===== config.mk =====
export PLATFORM = sky130hd
export DESIGN_NAME = bus_interface
export DESIGN_NICKNAME = d
export VERILOG_FILES = /design/src/rtl/bus_interface.sv
export SDC_FILE = /design/constraint.sdc
export NUM_CORES = 1
export LEC_CHECK = 0
export BUFFER_PORTS_ARGS = -buffer_cell sky130_fd_sc_hd__buf_2
export CAP_MARGIN = 5
export CORE_AREA = 10 10 47 49
export DETAILED_ROUTE_END_ITERATION = 16
export DIE_AREA = 0 0 57 59
export PLACE_DENSITY_LB_ADDON = 0.05
export SETUP_SLACK_MARGIN = 0.1
export SYNTH_ARGS = -nofsm -noshare
export SYNTH_HDL_FRONTEND = slang
export SYNTH_SLANG_ARGS = --single-unit

===== constraint.sdc =====
create_clock -name i_Pclk -period 4.13 [get_ports i_Pclk]
set_input_delay 0.826 -clock i_Pclk [delete_from_list [all_inputs] [get_ports i_Pclk]]
set_output_delay 0.826 -clock i_Pclk [all_outputs]
set_load 0.01 [all_outputs]

===== src/rtl/bus_interface.sv =====
// bus_interface: APB-style FSM driving a registered one-hot sub-block enable.
// Define BUS_INTERFACE_TIMEOUT_EN to abort ACCESS after TIMEOUT_CYCLES wait states.
module bus_interface #(
  parameter int ADDR_WIDTH     = 1,
  parameter int TIMEOUT_CYCLES = 16
) (
  input  logic                     i_Pclk,
  input  logic                     i_Rst,
  input  logic                     i_Psel,
  input  logic                     i_Penable,
  input  logic [ADDR_WIDTH-1:0]    i_Paddr,
  input  logic                     i_Pwrite,
  input  logic                     i_Pready,
  output logic [2**ADDR_WIDTH-1:0] o_Enable
);
  localparam int N = 2**ADDR_WIDTH;
  typedef enum logic [1:0] {IDLE, SETUP, ACCESS, DONE} state_t;
  state_t state_q, state_d;
  logic [ADDR_WIDTH-1:0] addr_q, addr_d;
  logic write_q, write_d;
  logic [N-1:0] enable_q, enable_d;
  logic timeout;
  logic unused_ok;
  // Direction is captured for the sub-blocks' benefit only; it never steers the enable.
  assign unused_ok = write_q ^ (TIMEOUT_CYCLES > 0);
  assign o_Enable = enable_q;
`ifdef BUS_INTERFACE_TIMEOUT_EN
  localparam int CW = $clog2(TIMEOUT_CYCLES + 1);
  logic [CW-1:0] cnt_q, cnt_d;
  assign cnt_d = (state_q == ACCESS) ? cnt_q + CW'(1) : '0;
  assign timeout = (state_q == ACCESS) && (cnt_q == CW'(TIMEOUT_CYCLES - 1));
  always_ff @(posedge i_Pclk or posedge i_Rst)
    if (i_Rst) cnt_q <= '0;
    else       cnt_q <= cnt_d;
`else
  assign timeout = 1'b0;
`endif
  always_comb begin
    state_d  = state_q;
    addr_d   = addr_q;
    write_d  = write_q;
    enable_d = '0;
    case (state_q)
      IDLE, DONE: if (i_Psel && !i_Penable) begin
        state_d = SETUP;
        addr_d  = i_Paddr;
        write_d = i_Pwrite;
      end else if (!i_Psel) state_d = IDLE;
      SETUP: if (!i_Psel) state_d = IDLE;
      else if (i_Penable) begin
        state_d  = ACCESS;
        enable_d = N'(1) << addr_q;
      end else begin
        addr_d  = i_Paddr;
        write_d = i_Pwrite;
      end
      ACCESS: if (!i_Psel) state_d = IDLE;
      else if (i_Pready || timeout) state_d = DONE;
      else enable_d = enable_q;
    endcase
  end
  always_ff @(posedge i_Pclk or posedge i_Rst)
    if (i_Rst) begin
      state_q  <= IDLE;
      addr_q   <= '0;
      write_q  <= 1'b0;
      enable_q <= '0;
    end else begin
      state_q  <= state_d;
      addr_q   <= addr_d;
      write_q  <= write_d;
      enable_q <= enable_d;
    end
endmodule


Word-level counts from Yosys, hierarchy flattened
Index checks and enable logic that the tools add are counted.
{"block": "word_totals", "regBits": 5, "elab_cells": 36, "output_inout_bits": 2}
{"block": "op_classes", "reduce_logical": 7, "shifts": 1, "eq_ne": 9, "n_mux": 16}
{"op": "$mux W2", "n": 10}
{"op": "$ne A3 B3 Y1 const B", "n": 3}
{"op": "$ne A2 B2 Y1 const B", "n": 3}
{"op": "$pmux W2 S3", "n": 1}
{"op": "$eq A2 B2 Y1 const B", "n": 2}
{"op": "$pmux W2 S2", "n": 1}
{"op": "$reduce_and A4 Y1", "n": 1}
{"op": "$mux W1", "n": 3}
{"op": "$reduce_and A3 Y1", "n": 1}
{"op": "$eq A2 B1 Y1 const B", "n": 1}
{"op": "$logic_not A2 Y1", "n": 1}
{"op": "$pmux W1 S2", "n": 1}
{"op": "$reduce_bool A2 Y1", "n": 1}
{"op": "$reduce_or A2 Y1", "n": 1}
{"op": "$shl A1 B1 Y2 const A", "n": 1}
{"op": "$logic_and A1 B1 Y1", "n": 1}
{"op": "$logic_not A1 Y1", "n": 1}

Logic depth before layout (Yosys ltp)
Gate-level depths: netlist of run 1.
{"block": "depth", "word_depth": 4, "mapped_depth": 6, "mapped_depth_nobuf": 5}

Worst setup path before layout of run 1
No wires, ideal clock.
{"block": "synth_path", "path_kind": "input-to-reg", "start": "in i_Psel", "end": "reg addr_q", "setup_time_ns": 0.094, "n_path_buf": 0, "slack_ns": 2.663, "t_arrival_ns": 1.373, "cell_stages": 3, "cell_sequence": "nor2b_2 -> o21bai_1 -> a221oi_2"}
{"block": "synth_via", "elab_chain_len": 3}
{"element": "start: declaration", "line": "9", "rtl": "input logic i_Psel,"}
{"element": "$logic_and A1 B1 Y1", "line": "44", "rtl": "IDLE, DONE: if (i_Psel && !i_Penable) begin"}
{"element": "$ne A2 B2 Y1 (no source line)"}
{"element": "$reduce_and A4 Y1 (no source line) *"}
{"element": "end signal: assignment", "line": "70", "rtl": "addr_q <= addr_d;"}
{"element": "end: declaration", "line": "19", "rtl": "logic [ADDR_WIDTH-1:0] addr_q, addr_d;"}
Every way passes the cells marked *; elsewhere a longest branch is shown, timed or not.
A chain may end at the register's enable or synchronous reset.

Worst setup path in the final report of run 1
{"block": "layout_path", "start": "reg enable_q[0] (netlist: o_Enable[0])", "end": "out o_Enable[0]"}
{"element": "start: declaration", "line": "21", "rtl": "logic [N-1:0] enable_q, enable_d;"}
{"element": "start signal: assignment", "line": "72", "rtl": "enable_q <= enable_d;"}
{"element": "end: declaration", "line": "14", "rtl": "output logic [2**ADDR_WIDTH-1:0] o_Enable"}
No word-level cell between the ends.

==> results.cfg, run 1 <==
[pwr]
ir_worst_vdd_mv = 0.160
cellLeakagePower_nw = 0.197
power_density_mw_per_mm2 = 629

[clock_tree]
cts.path.max_buffers = 2
clk_pin_slew_ns = 0.04
cts_resized = 0
postCtsHoldBufs = 0
cts_tree = yes
root_buffer = clkbuf_4
post-cts-setup-buffers = 0
h-tree-depth = 1
cts_sinks = 5
cts_made_buffers = 3
clk_latency_ns = 0.23

[critical_path]
cp.depth = 1
worstRegToRegCells = 5
arrival_ns = 0.75
reg2reg_to = state_q[1]
crit_path_start = o_Enable[0]
crit_slowest_cell = dfrtp_1
cp_num_buf_inv = 1
start_kind = register
rrSetupSlack_ns = 2.57
cpPeakStageDelay_ns = 0.37
cp_max_fo = 2
crit_type = reg2out
crit_family = flip-flops
crit_path_end = o_Enable[0]
timing.rr.start = state_q[0]
required_ns = 3.30
setup.worst_path.end_class = output port
crit_chain = buf_2

[grt]
gr-total-overflow = 0
antenna_found_initial = 0
grt_max_degree = 9
grtUsageTotal_pct = 5.29
grt_pass1_wl_mm = 1.42
grt_pass1_vias = 302

[drt]
dr.first_iter.drc_count = 7
detail_route.wl_per_cell_um = 13.1
finalWirelength_um = 797
drc = 0
viasPerCell = 4.93
num_vias = 301
dr.pass1.iters = 4
antenna_left = 0

[timing]
fin_skew_ns = 0.00168
rsz0062_at_grt = no
setup_violations = 0
finalHoldViolCount = 0
worst_pin_slew_ns = 0.293
post-route-period-util_pct = 38.1
period_needed_ns = 1.57
finalSetupTns_ns = 0
slew_viol_final = 0
clock.fmax_mhz = 635
max_slew_margin_pct = 80.5

[outcome]
status = finished clean

[placed_design]
gp_congestion = 0.700
port_buffers = 7
dpl.hpwl_um = 672

[finish]
finalNetCount = 56
area_delta_synth_final_pct = 21.0
drive_above_1_share_pct = 28.9
fill_cells = 170
fin_util_pct = 30.4
diodes = 0

[logic_synthesis]
ys_types = 21
seq_area_frac_synth_pct = 35.6
yosysMostFrequentCell = dfrtp_1
synth_commonest_cells = 5 x dfrtp_1, 3 x ha_1, 3 x inv_1, 3 x nor2b_1
yosys_warnings = 0
netlist_area_um2 = 352
synthCells = 35
synth_edf_count = 0
synth_async_sr_flop_share_pct = 100
synthTopCellsByArea = dfrtp_1 36%, ha_1 11%, nor2b_1 5.3%, a21boi_0 4.3%, a221oi_2 4.3%
synth-seq-cells = 5
syn-num-nets = 45
yosysTopAreaCellShare_pct = 35.6
post_synth.cell_area_avg_um2 = 10.0
yosys.area.top_type = dfrtp_1
synth_flop_cell = dfrtp_1

[flow_run]
maxCapViolCount = 0

[die]
die_w_um = 57
chipHeight_um = 59
start_util_pct = 25.1
die_area_mm2 = 0.00336
pin_count = 9
rows = 14
core_mm2 = 0.00140

[min_path]
hold_path_class = in2async
-- worst register-to-register path: cells and delay by family (launching register included) --
kind | cells | cell delay [ns]
AOI/OAI and AO/OA | 1 | 0.33
adders and majority gates | 1 | 0.44
buffers and inverters | 1 | 0.07
DFF | 1 | 0.38
and+or+nand+nor | 2 | 0.22
-- per-layer routing --
| layer | global-route usage (%) | wire length, um | up-vias |
|---|---|---|---|
| li1 | - | - | 148 |
| met1 | 5.76 | 366 | 139 |
| met2 | 8.06 | 350 | 12 |
| met3 | 2.79 | 75 | 2 |
| met4 | 3.02 | 4 | 0 |
| met5 | 0 | 0 | - |
-- where the power goes --
part / leakage (nW) / switching, mW / internal, mW
sequential: 0.0660 / 0.0139 / 0.0645
clock: 0.0150 / 0.0189 / 0.0365
combinational: 0.117 / 0.0703 / 0.0635
-- logic make-up after synthesis --
logic type | after synthesis | synth area share, %
fa+ha+maj | 3 | 10.7
flops | 5 | 35.6
compound gates | 10 | 24.2
mux | 1 | 2.85
buf+inv | 4 | 5.34
simple gates | 12 | 21.4
-- area by class of cell --
| type | instances | area (um2) | share of cell area [%] |
|---|---|---|---|
| multi-input cells | 26 | 208 | 48.8 |
| inverters | 3 | 11.3 | 2.65 |
| well taps | 16 | 20.0 | 4.71 |
| flip-flops and latches | 5 | 125 | 29.4 |
| clock buffers | 4 | 26.3 | 6.18 |
| repair buffers | 7 | 35.0 | 8.24 |
-- worst min path at each step --
stage                  end  slack, ns  cells past startpoint
2_1_floorplan   state_q[0]       0.54                      2
3_3_place_gp   o_Enable[1]       0.52                      2
3_5_place_dp   o_Enable[0]       0.55                      2
4_1_cts         state_q[1]       0.48                      2
5_1_grt         state_q[0]       0.48                      2
6_report        state_q[1]       0.48                      2
-- flip-flops by register name (all words and copies together), names as in the netlist --
register,count
o_Enable,2
addr_q,1
state_q,2
-- placed cells by master (no fill, tap or decap), drive strengths merged --
cell type  count
and3           1
o32ai          1
inv            3
a221oi         1
a221o          1
mux2i          1
dfrtp          5
ha             3
nor2b          4
nand2          3
a211o          1
clkbuf         4
nand2b         2
nand4b         1
buf            7
a21boi         2
nand4          1
o21bai         1
a21oi          1
o31ai          2
-- metrics by stage --
| step | setup slack, ns | hold slack (ns) | instances | power, mW | instance area, um2 |
|---|---|---|---|---|---|
| 2_1_floorplan | 2.66 | 0.540 | 35 | 0.189 | 352 |
| 3_3_place_gp | 2.47 | 0.520 | 57 | 0.207 | 399 |
| 3_5_place_dp | 2.44 | 0.545 | 57 | 0.213 | 399 |
| 4_1_cts | 2.54 | 0.480 | 61 | 0.271 | 425 |
| 5_1_grt | 2.48 | 0.484 | 61 | 0.293 | 425 |
| 6_report | 2.56 | 0.477 | 61 | 0.268 | 425 |
No activity file was read; power rests on OpenSTA's default activity.
==> run 2, diff against run 1 <==
==> constraint.sdc (replaced) <==
create_clock -name i_Pclk -period 1.46 [get_ports i_Pclk]
set_input_delay 0.292 -clock i_Pclk [delete_from_list [all_inputs] [get_ports i_Pclk]]
set_output_delay 0.292 -clock i_Pclk [all_outputs]
set_load 0.01 [all_outputs]
==> results.cfg, run 2 (synthesis gave the netlist of run 1 again) <==
[die]
core_mm2 = 0.00140
pin_count = 9
die_area_mm2 = 0.00336
start_util_pct = 25.1
rows = 14
die_w_um = 57
chipHeight_um = 59

[drt]
drc = 0
antenna_left = 0
detail_route.wl_per_cell_um = 13.1
dr.first_iter.drc_count = 5
num_vias = 314
viasPerCell = 4.76
finalWirelength_um = 862
dr.pass1.iters = 2

[timing]
worst_pin_slew_ns = 0.298
fin_skew_ns = 0.00291
finalWorstSetupSlack_ns = 0.129
setup_violations = 0
slew_viol_final = 0
post-route-period-util_pct = 91.2
max_slew_margin_pct = 80.0
finalSetupTns_ns = 0
period_needed_ns = 1.33
clock.fmax_mhz = 751
rsz0062_at_grt = yes
finalHoldViolCount = 0

[grt]
antenna_found_initial = 0
grtUsageTotal_pct = 5.51
grt_pass1_wl_mm = 1.41
grt_max_degree = 7
grt_pass1_vias = 343
gr-total-overflow = 0

[critical_path]
cp_max_fo = 6
required_ns = 1.59
start_kind = register
crit_type = reg2reg
worstRegToRegCells = 4
setup.worst_path.end_class = register
arrival_ns = 1.46

[placed_design]
placedInstanceArea_um2 = 422
dpl.hpwl_um = 684
port_buffers = 7
pre_cts_ws_ns = 0.0654
gp_congestion = 0.778

[pwr]
power_uw = 965
ir_worst_vdd_mv = 0.635
power_density_mw_per_mm2 = 1910
cellLeakagePower_nw = 0.223

[finish]
final_cell_mix = 7 x buf_2, 5 x dfrtp_1, 4 x buf_4
drive_above_1_share_pct = 52.0
area_delta_synth_final_pct = 43.4
finalNetCount = 61
fill_cells = 155
design_area_um2 = 504
diodes = 0
final_common_cell = buf_2

[clock_tree]
clk_latency_ns = 0.24
cts_made_buffers = 3
cts_sinks = 5
root_buffer = clkbuf_4
cts_tree = yes
cts.path.max_buffers = 2
clk_pin_slew_ns = 0.04
h-tree-depth = 1

[flow_run]
maxCapViolCount = 0

[outcome]
status = finished clean

[min_path]
min_path_cells = 3
hold_path_class = in2reg
run 2: cell types whose count changed in the layout (fill, tap and decap cells not counted), sizes merged:
cell,previous run,this run
dlygate4sd3,0,1
buf,7,11
run 2: critical path, cell delays in order (launching register included):
cell     delay, ns
dfrtp_1       0.42
ha_4          0.32
nand2_2       0.04
a221o_1       0.29
and3_1        0.14
run 2: area by class of cell:
class	instances	area (um2)	area share (%)
Tap cell	16	20.0	3.97
Sequential cell	5	125	24.8
Inverter	3	11.3	2.23
Timing Repair Buffer	12	75.1	14.9
Multi-Input combinational cell	26	246	48.9
Clock buffer	4	26.3	5.21
run 2: through the flow:
stage	util, %	std cells	hold WS (ns)
CTS	33.8	65	0.321
detailed placement	30.1	60	0.202
global placement	30.1	60	0.189
finish	36.0	66	0.319
floorplan	-	35	0.0705
global route	36.0	66	0.318
run 2: path summary, 6_finish.rpt:
kind	slack [ns]	from	end
worst max-delay path	0.13	state_q[1]	state_q[1]
worst min-delay path	0.32	i_Psel	state_q[0]
worst max register to register	0.13	state_q[1]	state_q[1]
worst min register to register	0.53	o_Enable[1]	o_Enable[1]
max in group asynchronous	0.80	i_Rst	state_q[0]
min in group asynchronous	0.49	i_Rst	addr_q
run 2: routing by layer:
layer	track usage (%)	part of all wire (%)	vias to the layer above
met1	5.54	43	148
li1	-	-	157
met2	8.22	49	7
met3	1.50	5.0	2
met5	0	0	-
met4	7.05	2.8	0
run 2: report_power, final:
group / internal, mW / switching, mW
registers: 0.182 / 0.0456
clock network: 0.103 / 0.0551
logic: 0.325 / 0.254
run 2: repair_timing:
action	4_1_cts	5_1_grt
endpoints found under the setup margin	2	2
resized for setup	3	8
setup buffers	0	1
hold buffers	1	0
endpoints found under the hold margin	5	0
==> run 3, diff against run 2 <==
--- a/config.mk
+++ b/config.mk
@@ -5,11 +5,11 @@
 export SDC_FILE = /design/constraint.sdc
 export NUM_CORES = 1
 export LEC_CHECK = 0
-export BUFFER_PORTS_ARGS = -buffer_cell sky130_fd_sc_hd__buf_2
 export CAP_MARGIN = 5
 export CORE_AREA = 10 10 47 49
 export DETAILED_ROUTE_END_ITERATION = 16
 export DIE_AREA = 0 0 57 59
+export DONT_BUFFER_PORTS = 1
 export PLACE_DENSITY_LB_ADDON = 0.05
 export SETUP_SLACK_MARGIN = 0.1
 export SYNTH_ARGS = -nofsm -noshare
==> results.cfg, run 3 (synthesis gave the netlist of run 1 again) <==
[drt]
drt-met1-wl_um = 350
met3_length_um = 82
num_vias = 293
finalWirelength_um = 895
antenna_left = 0
detail_route.wl_per_cell_um = 15.4
drc = 0
wl_met2_um = 448
dr.pass1.iters = 4
highest_layer = met4
dr.first_iter.drc_count = 1
viasPerCell = 5.05

[critical_path]
reg2reg_to = state_q[1]
required_ns = 1.59
rrSetupSlack_ns = 0.14
timing.rr.start = state_q[1]
arrival_ns = 1.45
cp_num_buf_inv = 1
cpPeakStageDelay_ns = 0.41
crit_family = flip-flops
crit_slowest_cell = dfrtp_1
setup.worst_path.end_class = register
start_kind = register
crit_type = reg2reg
cp_max_fo = 4
worstRegToRegCells = 5
crit_chain = inv_1 -> ha_2 -> nor2b_4 -> o31ai_2 -> and3_1

[finish]
drive_above_1_share_pct = 38.1
final_cell_mix = 5 x dfrtp_1, 3 x clkbuf_4, 3 x buf_4
final_common_cell = dfrtp_1
design_area_um2 = 460
finalNetCount = 53
fin_cells = 58
area_delta_synth_final_pct = 31.0
diodes = 0

[min_path]
hold_path_class = in2reg
min_path_cells = 2
hold_end = state_q[0]
holdCritStartpoint = i_Psel

[pwr]
intPower_uw = 583
cellLeakagePower_nw = 0.191
p_seq_share_pct = 24.9
power_density_mw_per_mm2 = 2010
p_clk_share_pct = 17.6
switching_share_pct = 37.0
ir_worst_vdd_mv = 0.524
p_sw_uw = 343
power_uw = 926
p_comb_share_pct = 57.6

[timing]
clock.fmax_mhz = 757
fin_skew_ns = 0.00369
period_needed_ns = 1.32
max_slew_margin_pct = 85.2
finalHoldViolCount = 0
setup_violations = 0
worst_pin_slew_ns = 0.222
slew_viol_final = 0
finalSetupTns_ns = 0
rsz0062_at_grt = yes
post-route-period-util_pct = 90.4
whs_ns = 0.171

[die]
start_util_pct = 25.1
rows = 14
pin_count = 9
die_area_mm2 = 0.00336
die_w_um = 57
chipHeight_um = 59
core_mm2 = 0.00140

[grt]
grt_pass1_vias = 335
grt_max_degree = 7
grt_pass1_wl_mm = 1.55
antenna_found_initial = 0
grtUsageTotal_pct = 6.07
gr-total-overflow = 0

[placed_design]
port_buffers = 0
place_inst = 53
placedInstanceArea_um2 = 387
dpl.hpwl_um = 668
gp_congestion = 0.731

[clock_tree]
cts_tree = yes
cts.path.max_buffers = 2
root_buffer = clkbuf_4
h-tree-depth = 1
cts_sinks = 5
clk_pin_slew_ns = 0.05
cts_made_buffers = 3
clk_latency_ns = 0.24

[flow_run]
maxCapViolCount = 0

[outcome]
status = finished clean
## run 3: how the worst max path moves through the flow
stage	startpoint	end	slack (ns)	cells past startpoint
6_report	state_q[1]	state_q[1]	0.14	5
3_5_place_dp	state_q[1]	addr_q	0.06	4
4_1_cts	state_q[1]	state_q[1]	0.12	5
5_1_grt	state_q[1]	state_q[1]	0.09	5
2_1_floorplan	state_q[0]	state_q[1]	0.11	6
3_3_place_gp	state_q[1]	addr_q	0.07	4
## run 3: routing by layer
metal  vias to the layer above  global-route usage (%)
li1                        140                       -
met1                       144                    6.10
met2                         7                    8.53
met3                         2                    2.79
met4                         0                    7.05
met5                         -                       0
## run 3: power by group through the flow
stage	sequential (mW)	combinational, mW	clock, mW
floorplan	0.213	0.341	0
global placement	0.220	0.428	0
CTS	0.228	0.494	0.172
detailed placement	0.219	0.438	0
finish	0.230	0.533	0.163
global route	0.238	0.589	0.177
## run 3: final cells by class
type                            count  area [um2]
Clock buffer                        4        26.3
Fill cell                         155         941
Inverter                            3        11.3
Multi-Input combinational cell     26         245
Sequential cell                     5         125
Tap cell                           16        20.0
Timing Repair Buffer                4        32.5
## run 3: what timing repair did
action | CTS | global route
gates resized for setup | 4 | 4
setup buffers | 0 | 0
pin swaps | 0 | 1
hold buffers | 1 | 0
setup endpoints to repair | 3 | 3
hold endpoints to repair | 5 | 0
## run 3: metrics by stage
step | utilization, % | worst slack, ns
after floorplan | - | 0.110
after global placement | 27.6 | 0.0739
after detailed placement | 27.6 | 0.0622
after CTS | 32.0 | 0.117
after global routing | 32.9 | 0.0880
final | 32.9 | 0.140
## run 3: worst register-to-register path, delay by kind of cell (launching register included)
kind	cells	cell delay, ns
AOI/OAI and AO/OA	1	0.07
adders and majority gates	1	0.23
buffers and inverters	1	0.13
DFF	1	0.41
and+or+nand+nor	2	0.37
